$ cat src/rtl/u_game_fcl_fade_ctrl.sv
// Full-colour LED controller: judge colour hold + linear fade, game-over R/Y/G animation.
// Define FCL_PWM_EN for counter-based PWM duty; otherwise PWM pins are on/off only.
module u_game_fcl_fade_ctrl #(
  parameter int CW      = 4,
  parameter int HOLD_MS = 300,
  parameter int FADE_MS = 20,
  parameter int ANIM_MS = 500
) (
  input  logic          clk,
  input  logic          rst_n,
  input  logic          i_tick,
  input  logic          i_game_over,
  input  logic          i_judge_vld,
  input  logic [1:0]    i_judge,
  output logic [CW-1:0] o_fcl_r,
  output logic [CW-1:0] o_fcl_g,
  output logic [CW-1:0] o_fcl_b,
  output logic          o_pwm_r,
  output logic          o_pwm_g,
  output logic          o_pwm_b,
  output logic          o_busy
);

  localparam logic [CW-1:0] MAX  = '1;
  localparam logic [CW-1:0] ZERO = '0;
  localparam int MAXN  = (HOLD_MS > FADE_MS) ? ((HOLD_MS > ANIM_MS) ? HOLD_MS : ANIM_MS)
                                             : ((FADE_MS > ANIM_MS) ? FADE_MS : ANIM_MS);
  // Counter only ever holds 0..N-1, so clog2(N) bits never wrap.
  localparam int CNT_W = (MAXN < 2) ? 1 : $clog2(MAXN);

  typedef enum logic [1:0] {IDLE, HOLD, FADE, ANIM} state_e;

  state_e           state_q, state_d;
  logic [CNT_W-1:0] cnt_q, cnt_d;
  logic [1:0]       step_q, step_d;
  logic [CW-1:0]    r_q, r_d, g_q, g_d, b_q, b_d;
  logic             pwm_r_q, pwm_r_d, pwm_g_q, pwm_g_d, pwm_b_q, pwm_b_d;

  logic hold_done, fade_done, anim_done;
  assign hold_done = cnt_q >= CNT_W'(HOLD_MS - 1);
  assign fade_done = cnt_q >= CNT_W'(FADE_MS - 1);
  assign anim_done = cnt_q >= CNT_W'(ANIM_MS - 1);

  always_comb begin
    state_d = state_q;
    cnt_d   = cnt_q;
    step_d  = step_q;
    r_d     = r_q;
    g_d     = g_q;
    b_d     = b_q;
    if (i_game_over) begin
      if (state_q != ANIM) begin
        state_d = ANIM;
        cnt_d   = '0;
        step_d  = 2'd0;
      end else if (i_tick) begin
        if (anim_done) begin
          cnt_d  = '0;
          step_d = (step_q == 2'd2) ? 2'd0 : step_q + 2'd1;
        end else begin
          cnt_d = cnt_q + 1'b1;
        end
      end
      case (step_d)
        2'd0:    begin r_d = MAX;  g_d = ZERO; b_d = ZERO; end
        2'd1:    begin r_d = MAX;  g_d = MAX;  b_d = ZERO; end
        default: begin r_d = ZERO; g_d = MAX;  b_d = ZERO; end
      endcase
    end else if (state_q == ANIM) begin
      state_d = IDLE;
      cnt_d   = '0;
      step_d  = 2'd0;
      r_d     = ZERO;
      g_d     = ZERO;
      b_d     = ZERO;
    end else if (i_judge_vld && i_judge != 2'b00) begin
      // A coincident tick is deliberately dropped: the new judge starts from zero.
      state_d = HOLD;
      cnt_d   = '0;
      case (i_judge)
        2'b01:   begin r_d = MAX;  g_d = ZERO; b_d = ZERO; end
        2'b10:   begin r_d = MAX;  g_d = MAX;  b_d = ZERO; end
        default: begin r_d = ZERO; g_d = MAX;  b_d = ZERO; end
      endcase
    end else begin
      case (state_q)
        HOLD: if (i_tick) begin
          if (hold_done) begin
            state_d = FADE;
            cnt_d   = '0;
          end else begin
            cnt_d = cnt_q + 1'b1;
          end
        end
        FADE: if (i_tick) begin
          if (fade_done) begin
            cnt_d = '0;
            r_d   = (r_q != ZERO) ? r_q - 1'b1 : ZERO;
            g_d   = (g_q != ZERO) ? g_q - 1'b1 : ZERO;
            b_d   = (b_q != ZERO) ? b_q - 1'b1 : ZERO;
            if (r_d == ZERO && g_d == ZERO && b_d == ZERO) state_d = IDLE;
          end else begin
            cnt_d = cnt_q + 1'b1;
          end
        end
        default: ;
      endcase
    end
  end

`ifdef FCL_PWM_EN
  logic [CW-1:0] pwm_cnt_q, pwm_cnt_d;
  always_comb begin
    pwm_cnt_d = pwm_cnt_q + 1'b1;
    pwm_r_d   = pwm_cnt_q < r_q;
    pwm_g_d   = pwm_cnt_q < g_q;
    pwm_b_d   = pwm_cnt_q < b_q;
  end
  always_ff @(posedge clk or negedge rst_n) begin
    if (!rst_n) pwm_cnt_q <= '0;
    else        pwm_cnt_q <= pwm_cnt_d;
  end
`else
  always_comb begin
    pwm_r_d = r_q != ZERO;
    pwm_g_d = g_q != ZERO;
    pwm_b_d = b_q != ZERO;
  end
`endif

  always_ff @(posedge clk or negedge rst_n) begin
    if (!rst_n) begin
      state_q <= IDLE;
      cnt_q   <= '0;
      step_q  <= 2'd0;
      r_q     <= '0;
      g_q     <= '0;
      b_q     <= '0;
      pwm_r_q <= 1'b0;
      pwm_g_q <= 1'b0;
      pwm_b_q <= 1'b0;
    end else begin
      state_q <= state_d;
      cnt_q   <= cnt_d;
      step_q  <= step_d;
      r_q     <= r_d;
      g_q     <= g_d;
      b_q     <= b_d;
      pwm_r_q <= pwm_r_d;
      pwm_g_q <= pwm_g_d;
      pwm_b_q <= pwm_b_d;
    end
  end

  assign o_fcl_r = r_q;
  assign o_fcl_g = g_q;
  assign o_fcl_b = b_q;
  assign o_pwm_r = pwm_r_q;
  assign o_pwm_g = pwm_g_q;
  assign o_pwm_b = pwm_b_q;
  assign o_busy  = state_q != IDLE;

endmodule

$ cat config.mk
export PLATFORM = sky130hd
export DESIGN_NAME = u_game_fcl_fade_ctrl
export DESIGN_NICKNAME = d
export VERILOG_FILES = /design/src/rtl/u_game_fcl_fade_ctrl.sv
export SDC_FILE = /design/constraint.sdc
export NUM_CORES = 1
export LEC_CHECK = 0
export CORE_ASPECT_RATIO = 0.6
export CORE_UTILIZATION = 35
export CTS_CLUSTER_SIZE = 16
export DETAILED_ROUTE_END_ITERATION = 7
export PLACE_DENSITY = 0.58
export SLEW_MARGIN = 30
export SYNTH_ARGS = -nofsm -noshare
export SYNTH_HDL_FRONTEND = slang
export SYNTH_SLANG_ARGS = --single-unit
$ cat constraint.sdc
create_clock -name clk -period 1.9 [get_ports clk]
set_input_delay 0.285 -clock clk [delete_from_list [all_inputs] [get_ports clk]]
set_output_delay 0.285 -clock clk [all_outputs]
set_load 0.05 [all_outputs]
==> metrics.yaml, run 1 <==
timing.fmax_mhz: 518.3
io_pins: 23
dp_hpwl_um: 3294
finalHoldViolations: 0
synthTopCellsByCount: "dfrtp_1 (28), nor2_1 (28), nand2_1 (19), o21ai_0 (19), nand3_1 (11)"
yosysTopAreaCellShare: 0.3862
finalNetCount: 269
routedWlPerCell_um: 13.86
peakVddDrop_v: 0.0004136
grt_first_pass_wirelength_um: 7548
finalNonFillerCells: 320
maxCapViolations: 0
dieArea_um2: 5485
yosysTopAreaCell: "dfrtp_1"
clk_pin_slew_ns: 0.10
clock_latency_ns: 0.28
cts_buffer_depth: 2
cts_num_sinks: 28
power_density_nw_per_um2: 730.7
cp.required_ns: 2.08
drt_iter0_markers: 116
grt_max_degree: 29
leakagePower_nw: 1.066
rsz0062_at_grt: "true"
reg2reg_slack_ns: -0.03
gp_congestion: 0.8307
ys_seq_elements: 28
synthCells: 208
place.port_buffers: 22
core_um2: 4778
slew_violations: 0
first_global_vias: 1563
maxSlewHeadroom: 0.6636
final_area_um2: 2461
die_x_um: 94.95
fillers: 441
avgSynthCellArea_um2: 8.722
num_antenna_cells: 0
die_h_um: 57.77
vias: 1704
min_period_ns: 1.930
wl_um: 4436
vias_per_cell: 5.325
cts_root_buf: "clkbuf_8"
synth_edf_count: 0
dp.cells: 312
drc_errors: 0
synthFlopType: "dfrtp_1"
cp.arrival_ns: 2.11
cts_tree: "yes"
violations: "negative setup slack"
critPathMaxFanout: 5
setup_tns_ns: -0.06488
final_core_util: 0.5151
synth-seq-area-share: 0.3862
worstSetupPathType: "register to register"
start_kind: "register"
grt_use_total: 0.1809
grt-ovfl-total: 0
start_util: 0.3797
end_kind: "register"
multi_input_area_um2: 1082
yosys-top-cells-area: "dfrtp_1 (39%), nor2_1 (5.8%), o21ai_0 (5.2%)"
syn_area_um2: 1814
first_pass_iters: 4
hold_class: "input port to async pin"
syn_to_final_growth_pct: 35.66
final.setup_skew_ns: 0.005079
layout_setup_ws_ns: -0.02951
place_area_um2: 2270
setup_viol: 4
cts_buffers: 3
postRouteAntennaNets: 0
status: "finished with violations"
drive_above_1_share: 0.2840
cts_hold_buf: 0
grt_antenna_before_repair: 0
async_reset_ff_frac: 1.000
power.total_mw: 1.798
ys_types: 53
register_area_um2: 703.2
htreeDepth: 1
tightest_slew_ns: 0.5038
syn_nets: 219
ys_warn_count: 0
num_rows: 19
fin_crit_sh: 1.016
## cells by family (layout without fill, tap and decap cells)
group / count (synthesis) / in the layout / share of synthesized area
fa+ha+maj: 5 / 5 / 0.03379
flops: 28 / 28 / 0.3862
compound gates: 59 / 59 / 0.2255
simple gates: 92 / 92 / 0.2683
buf+inv: 20 / 69 / 0.06414
mux: 4 / 4 / 0.02207
## worst max-delay path: stages, from the launching register on
cell and delay (ns):
dfrtp_1 0.43, buf_6 0.14, a2111oi_4 0.37, buf_4 0.21, o211a_4 0.20, o21ai_4 0.08, and2_4 0.18, a32o_1 0.21
## stage by stage
stage	hold WS, ns	worst slack (ns)
after floorplan	-0.01059	0.001257
after global placement	0.5164	-0.1645
after detailed placement	0.5137	-0.1978
after CTS	0.3998	-0.03694
after global routing	0.4318	-0.1055
final	0.3805	-0.02951
## cell type report
cell class / instances / share of cell area
multi-input cells: 160 / 0.4398
flip-flops and latches: 28 / 0.2857
repair buffers: 55 / 0.2049
well taps: 63 / 0.03203
clock buffers: 4 / 0.02237
inverters: 10 / 0.01525
## what timing repair did
| action | 4_1_cts | 5_1_grt |
|---|---|---|
| resized for setup | 4 | 20 |
| pin swaps | 7 | 13 |
| endpoints found under the setup margin | 19 | 24 |
| cloned | 0 | 1 |
| buffers inserted | 2 | 5 |
## power breakdown
| part | internal [mW] | total (mW) | switching, mW |
|---|---|---|---|
| Clock | 0.186 | 0.375 | 0.189 |
| Combinational | 0.305 | 0.711 | 0.406 |
| Sequential | 0.648 | 0.712 | 0.0643 |
| Total | 1.14 | 1.80 | 0.660 |
## cells in the final DEF (no fill, tap or decap), types with 4 or more instances in the layout
cell type        instances
mux2i_1                  4
clkbuf_8                 4
inv_1                    8
nand3_1                 11
a21oi_1                  5
a31oi_1                  7
nor2_2                   4
o21ai_0                 18
dlymetal6s2s_1           4
nor2_1                  24
buf_4                   32
nor3_1                   7
clkdlybuf4s50_1         14
nand2_1                 19
dfrtp_1                 26
## state kept, by name (all words and copies together), names as in the netlist
name     count
o_pwm_g      1
o_fcl_b      4
state_q      2
o_fcl_r      4
step_q       2
cnt_q        9
o_pwm_r      1
o_pwm_b      1
o_fcl_g      4
## path summary, 6_finish.rpt
path                       depth (start not counted)  startpoint          to
min reg2reg                                        1   step_q[0]   step_q[0]
min                                                2       rst_n     o_pwm_g
max                                                7    cnt_q[1]  o_fcl_b[2]
max reg2reg                                        7    cnt_q[1]  o_fcl_b[2]
max in group asynchronous                          2       rst_n  o_fcl_r[0]
min in group clk                                   1   step_q[0]   step_q[0]
## layer usage
metal / global-route usage / routed length [um] / vias to the layer above
met5: 0 / 0 / -
met4: 0.03247 / 31 / 0
met3: 0.03543 / 303 / 4
met2: 0.2477 / 1639 / 44
met1: 0.2915 / 2462 / 803
li1: - / - / 853
No activity file was read; power rests on OpenSTA's default activity.
==> run 2, diff against run 1 <==
--- a/config.mk
+++ b/config.mk
@@ -5,11 +5,13 @@
 export SDC_FILE = /design/constraint.sdc
 export NUM_CORES = 1
 export LEC_CHECK = 0
+export CELL_PAD_IN_SITES_DETAIL_PLACEMENT = 2
+export CELL_PAD_IN_SITES_GLOBAL_PLACEMENT = 2
 export CORE_ASPECT_RATIO = 0.6
-export CORE_UTILIZATION = 35
+export CORE_UTILIZATION = 30
 export CTS_CLUSTER_SIZE = 16
 export DETAILED_ROUTE_END_ITERATION = 7
-export PLACE_DENSITY = 0.58
+export PLACE_DENSITY = 0.76
 export SLEW_MARGIN = 30
 export SYNTH_ARGS = -nofsm -noshare
 export SYNTH_HDL_FRONTEND = slang
==> run 2 against run 1 <==
  * The flow still finishes with violations (negative setup slack)
  * Fmax decreased by 1.4%
  * Worst hold slack got worse by 0.019 ns
  * First-iteration DRC count decreased by 32%
  * Utilization decreased by 5.1 points
  * Largest power group is now combinational cells
==> metrics.yaml, run 2 (same netlist as run 1, synthesis figures left out) <==
status: "finished with violations"
violations: "negative setup slack"
leakagePower_nw: 1.107
timing.fmax_mhz: 511.0
finalNetCount: 277
final_core_util: 0.4637
routedWlPerCell_um: 21.23
finalNonFillerCells: 345
crit_start: "cnt_q[1]"
dp_hpwl_um: 4777
die_h_um: 62.24
power_density_nw_per_um2: 786.1
grt_max_degree: 29
vias_per_cell: 5.499
num_rows: 21
drive_above_1_share: 0.3509
fin_crit_sh: 1.030
cts_root_buf: "clkbuf_8"
io_pins: 23
grt_antenna_before_repair: 0
power.total_mw: 2.078
rr_startpoint: "cnt_q[1]"
end_kind: "register"
peakVddDrop_v: 0.0003058
die_x_um: 102.4
postRouteAntennaNets: 0
num_antenna_cells: 0
cp.required_ns: 2.10
reg2reg_to: "o_fcl_b[2]"
maxCapViolations: 0
final.setup_skew_ns: 0.006923
maxSlewHeadroom: 0.5572
grt-ovfl-total: 0
hold_class: "input port to async pin"
htreeDepth: 1
slew_violations: 0
layout_setup_ws_ns: -0.05697
worstSetupPathType: "register to register"
tightest_slew_ns: 0.6572
mostFrequentLayoutCells: "buf_4 (40), nor2_1 (24), dfrtp_1 (22)"
dieArea_um2: 6373
cts_buffers: 3
final_common_cell: "buf_4"
syn_to_final_growth_pct: 45.72
dp.cells: 331
core_um2: 5702
r2r_cells: 7
wl_um: 7324
first_pass_iters: 4
top_register: "cnt_q"
cts_tree: "yes"
min_period_ns: 1.957
drt_iter0_markers: 79
grt_use_total: 0.2428
hold_ws_ns: 0.3618
cts_num_sinks: 28
largest_register_ffs: 9
critPathMaxFanout: 6
start_util: 0.3182
rsz0062_at_grt: "true"
start_kind: "register"
grt_first_pass_wirelength_um: 11470
gp_congestion: 0.7552
cts_buffer_depth: 2
clock_latency_ns: 0.29
place.port_buffers: 22
reg2reg_slack_ns: -0.06
first_global_vias: 2024
vias: 1897
drc_errors: 0
cp.arrival_ns: 2.15
setup_viol: 9
finalHoldViolations: 0
clk_pin_slew_ns: 0.11
==> run 2: cell count changes in the layout (fill, tap and decap cells not counted), sizes merged <==
cell / previous run / this run
buf: 37 / 46
bufinv: 0 / 1
clkbuf: 4 / 3
clkdlybuf4s50: 14 / 13
dlygate4sd2: 0 / 2
dlymetal6s2s: 4 / 2
==> run 2: power by group <==
group	leakage (nW)	switching, mW	internal [mW]
registers	0.348	0.0733	0.648
clock network	0.0357	0.220	0.283
logic	0.723	0.502	0.352
==> run 2: critical path, cell delays in order (launching register included) <==
cell	delay [ns]
dfrtp_1	0.44
buf_6	0.16
a2111oi_4	0.34
buf_6	0.20
o211a_4	0.22
o21ai_4	0.09
and2_4	0.20
a32o_1	0.21
==> run 2: final cells by class <==
class                           count  area (um^2)
Multi-Input combinational cell    160         1177
Timing Repair Buffer               63        549.3
Clock buffer                        3        41.29
Fill cell                         635         3058
Inverter                           10        37.54
Sequential cell                    28        708.2
Tap cell                           80        100.1
Clock inverter                      1        30.03
==> run 2: routing by layer <==
metal | GRT usage | vias to the layer above | share of wire
li1 | - | 868 | -
met1 | 0.3280 | 975 | 0.48
met2 | 0.3876 | 40 | 0.47
met3 | 0.04730 | 14 | 0.032
met4 | 0.07857 | 0 | 0.019
met5 | 0 | - | 0
==> run 2: how the worst max path moves through the flow <==
stage	cells after the start	to
floorplan	7	state_q[1]
global placement	8	cnt_q[6]
detailed placement	10	o_fcl_g[0]
CTS	7	o_fcl_b[2]
global route	7	o_fcl_b[2]
finish	7	o_fcl_b[2]
==> run 2: stage by stage <==
step | TNS, ns | setup slack, ns | cell area, um^2
6_report | -0.2675 | -0.05697 | 2644
5_1_grt | -1.073 | -0.09829 | 2644
3_3_place_gp | -2.571 | -0.1748 | 2291
4_1_cts | -0.04044 | -0.02884 | 2502
3_5_place_dp | -4.257 | -0.2780 | 2291
2_1_floorplan | 0 | 0.001257 | 1829
==> run 2: repair_timing <==
action | 4_1_cts | 5_1_grt
hold buffers | 0 | 0
gates cloned | 0 | 0
endpoints found under the setup margin | 23 | 24
gates resized for setup | 17 | 27
pin swaps | 15 | 17
buffers inserted | 5 | 8
